==> config.mk <==
export PLATFORM = sky130hd
export DESIGN_NAME = npu_layer_sequencer
export DESIGN_NICKNAME = d
export VERILOG_FILES = /design/src/rtl/npu_layer_sequencer.sv
export SDC_FILE = /design/constraint.sdc
export NUM_CORES = 1
export LEC_CHECK = 0
export BUFFER_PORTS_ARGS = -buffer_cell sky130_fd_sc_hd__clkbuf_2
export CAP_MARGIN = 10
export CORE_MARGIN = 5
export CORE_UTILIZATION = 28
export DETAILED_ROUTE_END_ITERATION = 10
export PLACE_DENSITY = 0.43
export SYNTH_ARGS = -nofsm -noshare
export SYNTH_HDL_FRONTEND = slang
export SYNTH_SLANG_ARGS = --single-unit
==> constraint.sdc <==
create_clock -name clk -period 6.9 [get_ports clk]
set_input_delay 0.69 -clock clk [delete_from_list [all_inputs] [get_ports clk]]
set_output_delay 0.69 -clock clk [all_outputs]
set_load 0.03 [all_outputs]
==> src/rtl/npu_layer_sequencer.sv <==
// npu_layer_sequencer: steps the PE array through a configured network,
// layer by layer, then streams the final layer's results out.
module npu_layer_sequencer #(
   parameter int MAX_LAYERS = 4,
   parameter int NEUR_W     = 5,
   parameter int NUM_PE     = 16,
   parameter int MAC_LAT    = 3,
   parameter int ACT_CYC    = 23
) (
   input  logic              clk,
   input  logic              rst,
   input  logic              cfg_we,
   input  logic [31:0]       cfg_data,
   input  logic              start,
   output logic [2:0]        pe_state,
   output logic [NUM_PE-1:0] pe_en,
   output logic              do_act,
   output logic              pe_oe,
   output logic [NEUR_W-1:0] out_idx,
   output logic [1:0]        layer_idx,
   output logic              busy,
   output logic              ready,
   output logic              cfg_err
);

   localparam int CW    = NEUR_W + 1;
   localparam int CNT_N = 2 * MAX_LAYERS;
   localparam logic [CW-1:0] PE_LIM  = CW'(NUM_PE - 1);
   localparam logic [CW-1:0] DRN_END = CW'(MAC_LAT - 1);
   localparam logic [CW-1:0] ACT_END = CW'(ACT_CYC - 1);

   localparam logic [2:0] P_IDLE    = 3'd0;
   localparam logic [2:0] P_MA      = 3'd2;
   localparam logic [2:0] P_MAB     = 3'd3;
   localparam logic [2:0] P_BIAS    = 3'd5;
   localparam logic [2:0] P_ACT     = 3'd6;
   localparam logic [2:0] P_ACT_CLR = 3'd7;

   typedef enum logic [2:0] {
      S_IDLE, S_MA, S_BIAS, S_DRAIN, S_ACT, S_OUT, S_DONE
   } state_t;

   state_t            state;
   logic [NEUR_W-1:0] cnt [CNT_N];
   logic [1:0]        nl;
   logic [2:0]        widx;
   logic              configured;
   logic [CW-1:0]     ctr;
   logic [1:0]        layer;

   logic              last_layer;
   logic [2:0]        li;
   logic [NEUR_W-1:0] n_in_m1;
   logic [NEUR_W-1:0] n_out_m1;
   logic [NEUR_W-1:0] nxt_out_m1;
   logic              start_ok;
   logic              cfg_ok;
   logic [NEUR_W-1:0] cfg_cnt;
   logic              unused_cfg;

   assign li         = {1'b0, layer};
   assign last_layer = (layer == nl);
   assign n_in_m1    = cnt[li];
   assign n_out_m1   = cnt[li + 3'd1];
   assign nxt_out_m1 = cnt[li + 3'd2];
   assign start_ok   = start & ready;
   assign cfg_ok     = cfg_we & ~busy & ~start_ok;
   assign cfg_cnt    = cfg_data[NEUR_W-1:0];
   assign unused_cfg = ^cfg_data[31:NEUR_W];
   assign ready      = configured & ~cfg_err & ~busy;
   assign layer_idx  = layer;

   function automatic logic [NUM_PE-1:0] therm(
      input logic [NEUR_W-1:0] m1
   );
      logic [NUM_PE-1:0] t;
      for (int i = 0; i < NUM_PE; i++)
         t[i] = (CW'(i) <= {1'b0, m1});
      return t;
   endfunction

   // Word 0 restarts the sequence; counts, then the act flag, close it.
   always_ff @(posedge clk) begin
      if (rst) begin
         nl         <= '0;
         widx       <= '0;
         configured <= 1'b0;
         cfg_err    <= 1'b0;
         do_act     <= 1'b0;
         for (int i = 0; i < CNT_N; i++)
            cnt[i] <= '0;
      end else if (cfg_ok) begin
         if (configured || widx == 3'd0) begin
            nl         <= cfg_data[1:0];
            widx       <= 3'd1;
            configured <= 1'b0;
            cfg_err    <= 1'b0;
         end else if (widx == {1'b0, nl} + 3'd3) begin
            do_act     <= cfg_data[0];
            configured <= 1'b1;
            widx       <= 3'd0;
         end else begin
            cnt[widx - 3'd1] <= cfg_cnt;
            widx             <= widx + 3'd1;
            if (widx >= 3'd2 && {1'b0, cfg_cnt} > PE_LIM)
               cfg_err <= 1'b1;
         end
      end
   end

   always_ff @(posedge clk) begin
      if (rst) begin
         state    <= S_IDLE;
         ctr      <= '0;
         layer    <= '0;
         pe_state <= P_IDLE;
         pe_en    <= '0;
         pe_oe    <= 1'b0;
         out_idx  <= '0;
         busy     <= 1'b0;
      end else begin
         unique case (state)
            S_IDLE: begin
               if (start_ok) begin
                  state    <= S_MA;
                  layer    <= '0;
                  ctr      <= '0;
                  busy     <= 1'b1;
                  pe_state <= P_MA;
                  pe_en    <= therm(cnt[1]);
               end
            end
            S_MA: begin
               if (ctr == {1'b0, n_in_m1}) begin
                  state    <= S_BIAS;
                  ctr      <= '0;
                  pe_state <= P_BIAS;
               end else begin
                  ctr <= ctr + 1'b1;
               end
            end
            S_BIAS: begin
               state    <= S_DRAIN;
               ctr      <= '0;
               pe_state <= P_IDLE;
            end
            S_DRAIN: begin
               if (ctr == DRN_END) begin
                  state    <= S_ACT;
                  ctr      <= '0;
                  pe_state <= last_layer ? P_ACT : P_ACT_CLR;
               end else begin
                  ctr <= ctr + 1'b1;
               end
            end
            S_ACT: begin
               if (ctr != ACT_END) begin
                  ctr <= ctr + 1'b1;
               end else if (!last_layer) begin
                  state    <= S_MA;
                  ctr      <= '0;
                  layer    <= layer + 2'd1;
                  pe_state <= P_MAB;
                  pe_en    <= therm(nxt_out_m1);
               end else begin
                  state    <= S_OUT;
                  ctr      <= '0;
                  pe_state <= P_IDLE;
                  pe_oe    <= 1'b1;
                  out_idx  <= '0;
               end
            end
            S_OUT: begin
               if (out_idx == n_out_m1) begin
                  state   <= S_DONE;
                  pe_oe   <= 1'b0;
                  pe_en   <= '0;
                  out_idx <= '0;
               end else begin
                  out_idx <= out_idx + 1'b1;
               end
            end
            S_DONE: begin
               state <= S_IDLE;
               busy  <= 1'b0;
            end
            default: state <= S_IDLE;
         endcase
      end
   end

endmodule

==> impl_metrics.toml, run 1 <==
[placement]
hpwl_um = 9950
place.gp.congestion = 0.828
io_buffers = 39

[global_route]
gr-usage-met3 = 0.0263
grt_pass1_vias = 3848
grt_overflow = 0
grt-busiest-layer = "met2"
use_met1 = 0.174
use_met2 = 0.222
antenna_found_initial = 0
grt_usage = 0.135
grt_pass1_wl_um = 21400
grt_max_degree = 50

[die]
placeableCoreArea_mm2 = 0.0174
initial_utilization = 0.287
die_y_um = 143
io_pins = 67
dieArea_mm2 = 0.0206
dieWidth_um = 143
num_rows = 48

[worst_hold_path]
hold_class = "register to register"
hold_depth = 2
hold_end = "pe_oe"
min-delay-start = "pe_oe"

[routing]
wl_per_cell_um = 17.6
drt_iter0_markers = 362
via_per_inst = 5.08
first_pass_iters = 5
num_vias = 3849
wirelength_um = 13400
drc_errors = 0
final_antenna_net_count = 0

[critical_path]
cp.arrival_ns = 3.99
r2r-end = "pe_en[5]"
rr_startpoint = "layer_idx[0]"
rrSetupSlack_ns = 3.12
crit_fanout = 22
critPathLaunchType = "register"
crit_type = "register to register"
endpoint_kind = "register"
cp.required_ns = 7.11
r2r_cells = 9

[pwr]
power.switching_uw = 331
pwr_density_cell_mw_per_mm2 = 218
pwr-share-seq = 0.477
design_power_total_mw = 1.22
combPwrFrac = 0.119
p_leak_nw = 2.07
intPower_uw = 890
peakVddDrop_mv = 0.114
switching_share = 0.271
clkPwrFrac = 0.404

[synth]
yosys_warnings = 0
syn-instance-count = 504
ys_types = 62
synth.avg_cell_area_um2 = 9.88
synth_top_area_frac = 0.241
synth_area_leader_cell = "edfxtp_1"
synth_commonest_cells = "51 x nor2_1, 47 x dfxtp_1, 45 x and2_1"
synth_nets = 548
synth_area_leaders = "edfxtp_1 24%, dfxtp_1 19%, mux2i_1 7.2%"
syn_area_mm2 = 0.00498
synth-main-ff-cell = "dfxtp_1"
synthArstFlopShare = 0
synth_seq_cells = 87
synth_edf_count = 40
ys_seq_area_frac = 0.430
synth_most_common_cell = "nor2_1"

[sta]
fmax_mhz = 264
hold_viol_final = 0
fin_setup_tns_ns = 0
fin_crit_sh = 0.548
period_needed_ns = 3.78
slew_headroom = 0.193
rsz0062_at_grt = "no"
tightest_slew_ns = 1.20
whs_ns = 0.482
slew_viol_final = 0
setup_viol = 0
clock_skew_ns = 0.0102

[layout]
antenna_cells = 0
nNetsFinal = 571
drive_above_1_share = 0.154
areaGrowthSynthToFinish_pct = 12.7

[clock_tree]
clkSlewWorstSetupHoldPaths_ns = 0.07
cts_resized = 0
cts_inserted_buffers = 9
worstSkewPairLatency_ns = 0.35
post_cts_buffers = 0
cts_buffer_depth = 2
htree_levels = 3
cts_tree = "built"
clock_sinks = 87
hold_buffers = 0
cts_root_buf = "clkbuf_16"

[outcome]
status = "finished, final reports clean"

[flow_run]
maxCapViolCount = 0
-- worst max-delay path, stage by stage, from the launching register on --
cell and delay [ns]:
dfxtp_1 0.30, buf_4 0.23, ha_1 0.75, mux2i_1 0.19
mux4_1 0.52, xnor2_1 0.15, nor4_2 0.48, a41oi_4 0.50
nor3_1 0.43, nor3_1 0.07
-- metal layers --
| layer | part of all wire | routed length [um] | vias to the layer above |
|---|---|---|---|
| met5 | 0 | 0 | - |
| met2 | 0.48 | 6370 | 96 |
| met1 | 0.46 | 6110 | 1856 |
| li1 | - | - | 1879 |
| met3 | 0.044 | 593 | 18 |
| met4 | 0.021 | 277 | 0 |
-- cell usage in the layout (no fill, tap or decap), drive strengths merged, types with 2 or more instances in the layout --
master  synthesis  routed
o21ai          28      28
nor3b           3       3
xnor2          10      10
or3             4       4
nor2b           4       4
o21a            5       5
clkinv          2       5
o41ai           3       3
a31oi           7       7
xor2            8       8
a21oi          28      28
nand3b          4       4
mux4           14      14
nand4           3       3
nand2          33      33
nand2b          2       2
a221o           2       2
nor3           10      10
o221ai          2       2
mux2            2       2
inv            11      12
or2             7       7
and2           45      45
a211oi          3       3
nor4            3       3
dfxtp          47      47
mux2i          36      36
ha              8       8
a311oi          2       2
nand3          19      19
clkbuf         22      49
buf             8       3
o22ai           8       8
and3            2       2
nor2           51      51
edfxtp         40      40
o31ai           4       4
-- power by group through the flow --
stage | logic [mW] | clock network, mW | registers (mW)
finish | 0.145 | 0.493 | 0.583
global route | 0.161 | 0.524 | 0.586
CTS | 0.146 | 0.507 | 0.583
detailed placement | 0.145 | 0 | 0.594
global placement | 0.145 | 0 | 0.594
floorplan | 0.100 | 0 | 0.590
-- sequential cells by signal (all words and copies together) (netlist names), named ones only --
register and count:
cnt 40, pe_en 16, ctr 6, out_idx 5, pe_state 3, state 3
widx 3, layer_idx 2, nl 2, busy 1, cfg_err 1, configured 1
do_act 1, pe_oe 1
-- worst max path at each step --
stage | slack, ns | from | depth (start not counted) | endpoint
floorplan | 3.78 | layer_idx[0] | 10 | pe_en[1]
global placement | 3.17 | layer_idx[0] | 9 | pe_en[5]
detailed placement | 3.11 | layer_idx[0] | 9 | pe_en[5]
CTS | 3.09 | layer_idx[0] | 9 | pe_en[5]
global route | 2.87 | layer_idx[0] | 9 | pe_en[5]
finish | 3.12 | layer_idx[0] | 9 | pe_en[5]
-- layout make-up --
type                    count  area (um2)
clock buffers              10         229
clock inverters             6        68.8
fillers                  1804       11700
inverters                  13        48.8
multi-input cells         374        2630
flip-flops and latches     87        2140
well taps                 225         282
repair buffers             42         218
-- per-stage QoR --
| stage | cells | util | setup slack, ns | area (um2) |
|---|---|---|---|---|
| 6_report | 757 | 0.323 | 3.12 | 5610 |
| 4_1_cts | 757 | 0.323 | 3.09 | 5610 |
| 5_1_grt | 757 | 0.323 | 2.87 | 5610 |
| 3_5_place_dp | 741 | 0.306 | 3.11 | 5320 |
| 3_3_place_gp | 741 | 0.306 | 3.17 | 5320 |
| 2_1_floorplan | 504 | - | 3.78 | 4980 |
-- cells by family (layout without fill, tap and decap cells) --
group           Yosys count  after routing  share of synthesized area
mux                      52             52                      0.142
compound gates          104            104                      0.136
simple gates            192            192                      0.196
fa+ha+maj                 8              8                     0.0201
buf+inv                  43             71                     0.0430
xor+xnor                 18             18                     0.0332
flops                    87             87                      0.430
No activity file was read; power rests on OpenSTA's default activity.
==> inputs of run 2 (changes only) <==
- ABC_AREA: default -> 1
- PLACE_DENSITY: 0.43 -> 0.44
- clock period: 6.9 -> 3.37 ns (I/O delays scaled with it)
==> run 2 against run 1 <==
  * Combinational power rose to 2.5 times the previous value
  * Clock-buffer cell count fell by 1
  * Non-clock buffer count rose by 3
  * Worst setup slack got worse by 2.3 ns
  * Synthesized area fell by 0.63%
  * Worst hold slack got worse by 0.084 ns
  * Via count rose by 19%
  * Critical path type unchanged
  * Largest cell class unchanged
  * Highest routed layer unchanged
==> impl_metrics.toml, run 2 <==
[pwr]
peakVddDrop_mv = 0.222
p_leak_nw = 2.48
pwr_density_cell_mw_per_mm2 = 468
design_power_total_mw = 2.65

[layout]
nNetsFinal = 777
fillers = 1886
fin_area_mm2 = 0.00567
antenna_cells = 0
drive_above_1_share = 0.100
areaGrowthSynthToFinish_pct = 14.6
layout.cells.non_filler = 962
seq_area_mm2 = 0.00214
finish.utilization = 0.328
largest_register = "cnt"
reg.largest.list = "cnt x40, pe_en x16, ctr x6"
largest_reg_flops = 40
multiInputGateArea_mm2 = 0.00237
layout_commonest_cell = "nand2_1"
mostFrequentLayoutCells = "186 x nand2_1, 106 x nor2_1, 86 x nand3_1"

[placement]
place.gp.congestion = 0.866
pre_cts_ws_ns = 0.867
io_buffers = 39
place_area_mm2 = 0.00536
dp.cells = 947
hpwl_um = 10800

[routing]
first_pass_iters = 5
drt_iter0_markers = 356
wl_per_cell_um = 14.9
num_vias = 4598
drc_errors = 0
wirelength_um = 14300
via_per_inst = 4.78
final_antenna_net_count = 0

[die]
num_rows = 48
initial_utilization = 0.286
dieWidth_um = 143
die_y_um = 143
placeableCoreArea_mm2 = 0.0173
dieArea_mm2 = 0.0204
io_pins = 67

[global_route]
grt_pass1_vias = 4315
antenna_found_initial = 0
grt_pass1_wl_um = 22700
grt_max_degree = 39
grt_overflow = 0
grt_usage = 0.142

[critical_path]
crit_fanout = 8
crit_buf_inv = 1
cp.required_ns = 3.41
cp_top_family = "simple AND/OR/NAND/NOR gates"
slowest_delay_ns = 0.45
cp.arrival_ns = 2.57
cpMostUsedCell = "nand2_1"
cpMaxStageDelayCell = "dfxtp_1"
crit_type = "register to register"
worstPathCellList = "nor3b_2, nand2_1, inv_1, nor3_2, nand4_1, nor2_1, nand2_1, nand2_1"
critPathLaunchType = "register"
endpoint_kind = "register"

[sta]
slew_viol_final = 0
slew_headroom = 0.654
setup_slack_ns = 0.838
setup_viol = 0
fin_setup_tns_ns = 0
fin_crit_sh = 0.751
rsz0062_at_grt = "no"
whs_ns = 0.398
hold_viol_final = 0
tightest_slew_ns = 0.516
fmax_mhz = 395
period_needed_ns = 2.53
clock_skew_ns = 0.00956

[synth]
synth_commonest_cells = "186 x nand2_1, 106 x nor2_1, 86 x nand3_1"
syn-instance-count = 695
synth_nets = 739
synthArstFlopShare = 0
synth_top_area_frac = 0.243
ys_seq_area_frac = 0.433
synth_most_common_cell = "nand2_1"
synth.avg_cell_area_um2 = 7.12
ys_types = 36
synth_seq_cells = 87
yosys_warnings = 0
synth-main-ff-cell = "dfxtp_1"
synth_area_leaders = "edfxtp_1 24%, dfxtp_1 19%, nand2_1 14%"
synth_area_leader_cell = "edfxtp_1"
syn_area_mm2 = 0.00495
synth_edf_count = 40

[outcome]
status = "finished, final reports clean"

[clock_tree]
clkSlewWorstSetupHoldPaths_ns = 0.06
cts_inserted_buffers = 9
post_cts_buffers = 0
cts_root_buf = "clkbuf_16"
clock_sinks = 87
cts_tree = "built"
htree_levels = 3
worstSkewPairLatency_ns = 0.35
hold_buffers = 0
cts_buffer_depth = 2
cts_resized = 0

[worst_hold_path]
hold_class = "input pin to register"

[flow_run]
maxCapViolCount = 0
run 2: changes by cell type in the layout (fill, tap and decap cells not counted), sizes merged, moves of 7 or more:
| cell | previous run | this run |
|---|---|---|
| mux2i | 36 | 0 |
| and2 | 45 | 0 |
| nand3 | 19 | 86 |
| nand2 | 33 | 187 |
| or2 | 7 | 0 |
| inv | 12 | 80 |
| nor2 | 51 | 109 |
| a21oi | 28 | 43 |
| xnor2 | 10 | 3 |
| mux4 | 14 | 0 |
run 2: kinds of logic after synthesis:
logic type,after synthesis,share of synthesized area
XOR/XNOR,11,0.0195
buffers and inverters,102,0.0882
adder cells (fa/ha/maj),8,0.0202
AND/OR/NAND/NOR,401,0.344
AO/OA/AOI/OAI,86,0.0950
flip-flops,87,0.433
run 2: final timing paths:
kind                            slack, ns   startpoint  depth (start not counted)     endpoint
worst min-delay path                 0.40       cfg_we                          4      widx[0]
worst max register to register       0.84         busy                          8    cnt[0][0]
worst max-delay path                 0.84         busy                          8    cnt[0][0]
worst min register to register       0.47  pe_state[0]                          2  pe_state[0]
run 2: routing by layer:
layer / vias to the layer above / global-route usage / part of all wire
met2: 87 / 0.230 / 0.46
li1: 2339 / - / -
met5: - / 0 / 0
met3: 20 / 0.0204 / 0.033
met1: 2152 / 0.188 / 0.48
met4: 0 / 0.0635 / 0.025
run 2: where the power goes:
| group | switching [mW] | internal, mW | total (mW) |
|---|---|---|---|
| sequential | 0.0369 | 1.15 | 1.19 |
| clock | 0.450 | 0.653 | 1.10 |
| combinational | 0.256 | 0.109 | 0.365 |
| total | 0.743 | 1.91 | 2.65 |
run 2: layout make-up:
type | count | share of cell area
multi-input cells | 506 | 0.418
flip-flops and latches | 87 | 0.378
inverters | 84 | 0.0564
well taps | 225 | 0.0496
repair buffers | 45 | 0.0423
clock buffers | 9 | 0.0397
clock inverters | 6 | 0.0165
run 2: worst register-to-register path: cells and delay by family (launching register included):
family / cells / cell delay, ns
flip-flops: 1 / 0.45
AND/OR/NAND/NOR: 7 / 1.68
buffers and inverters: 1 / 0.09
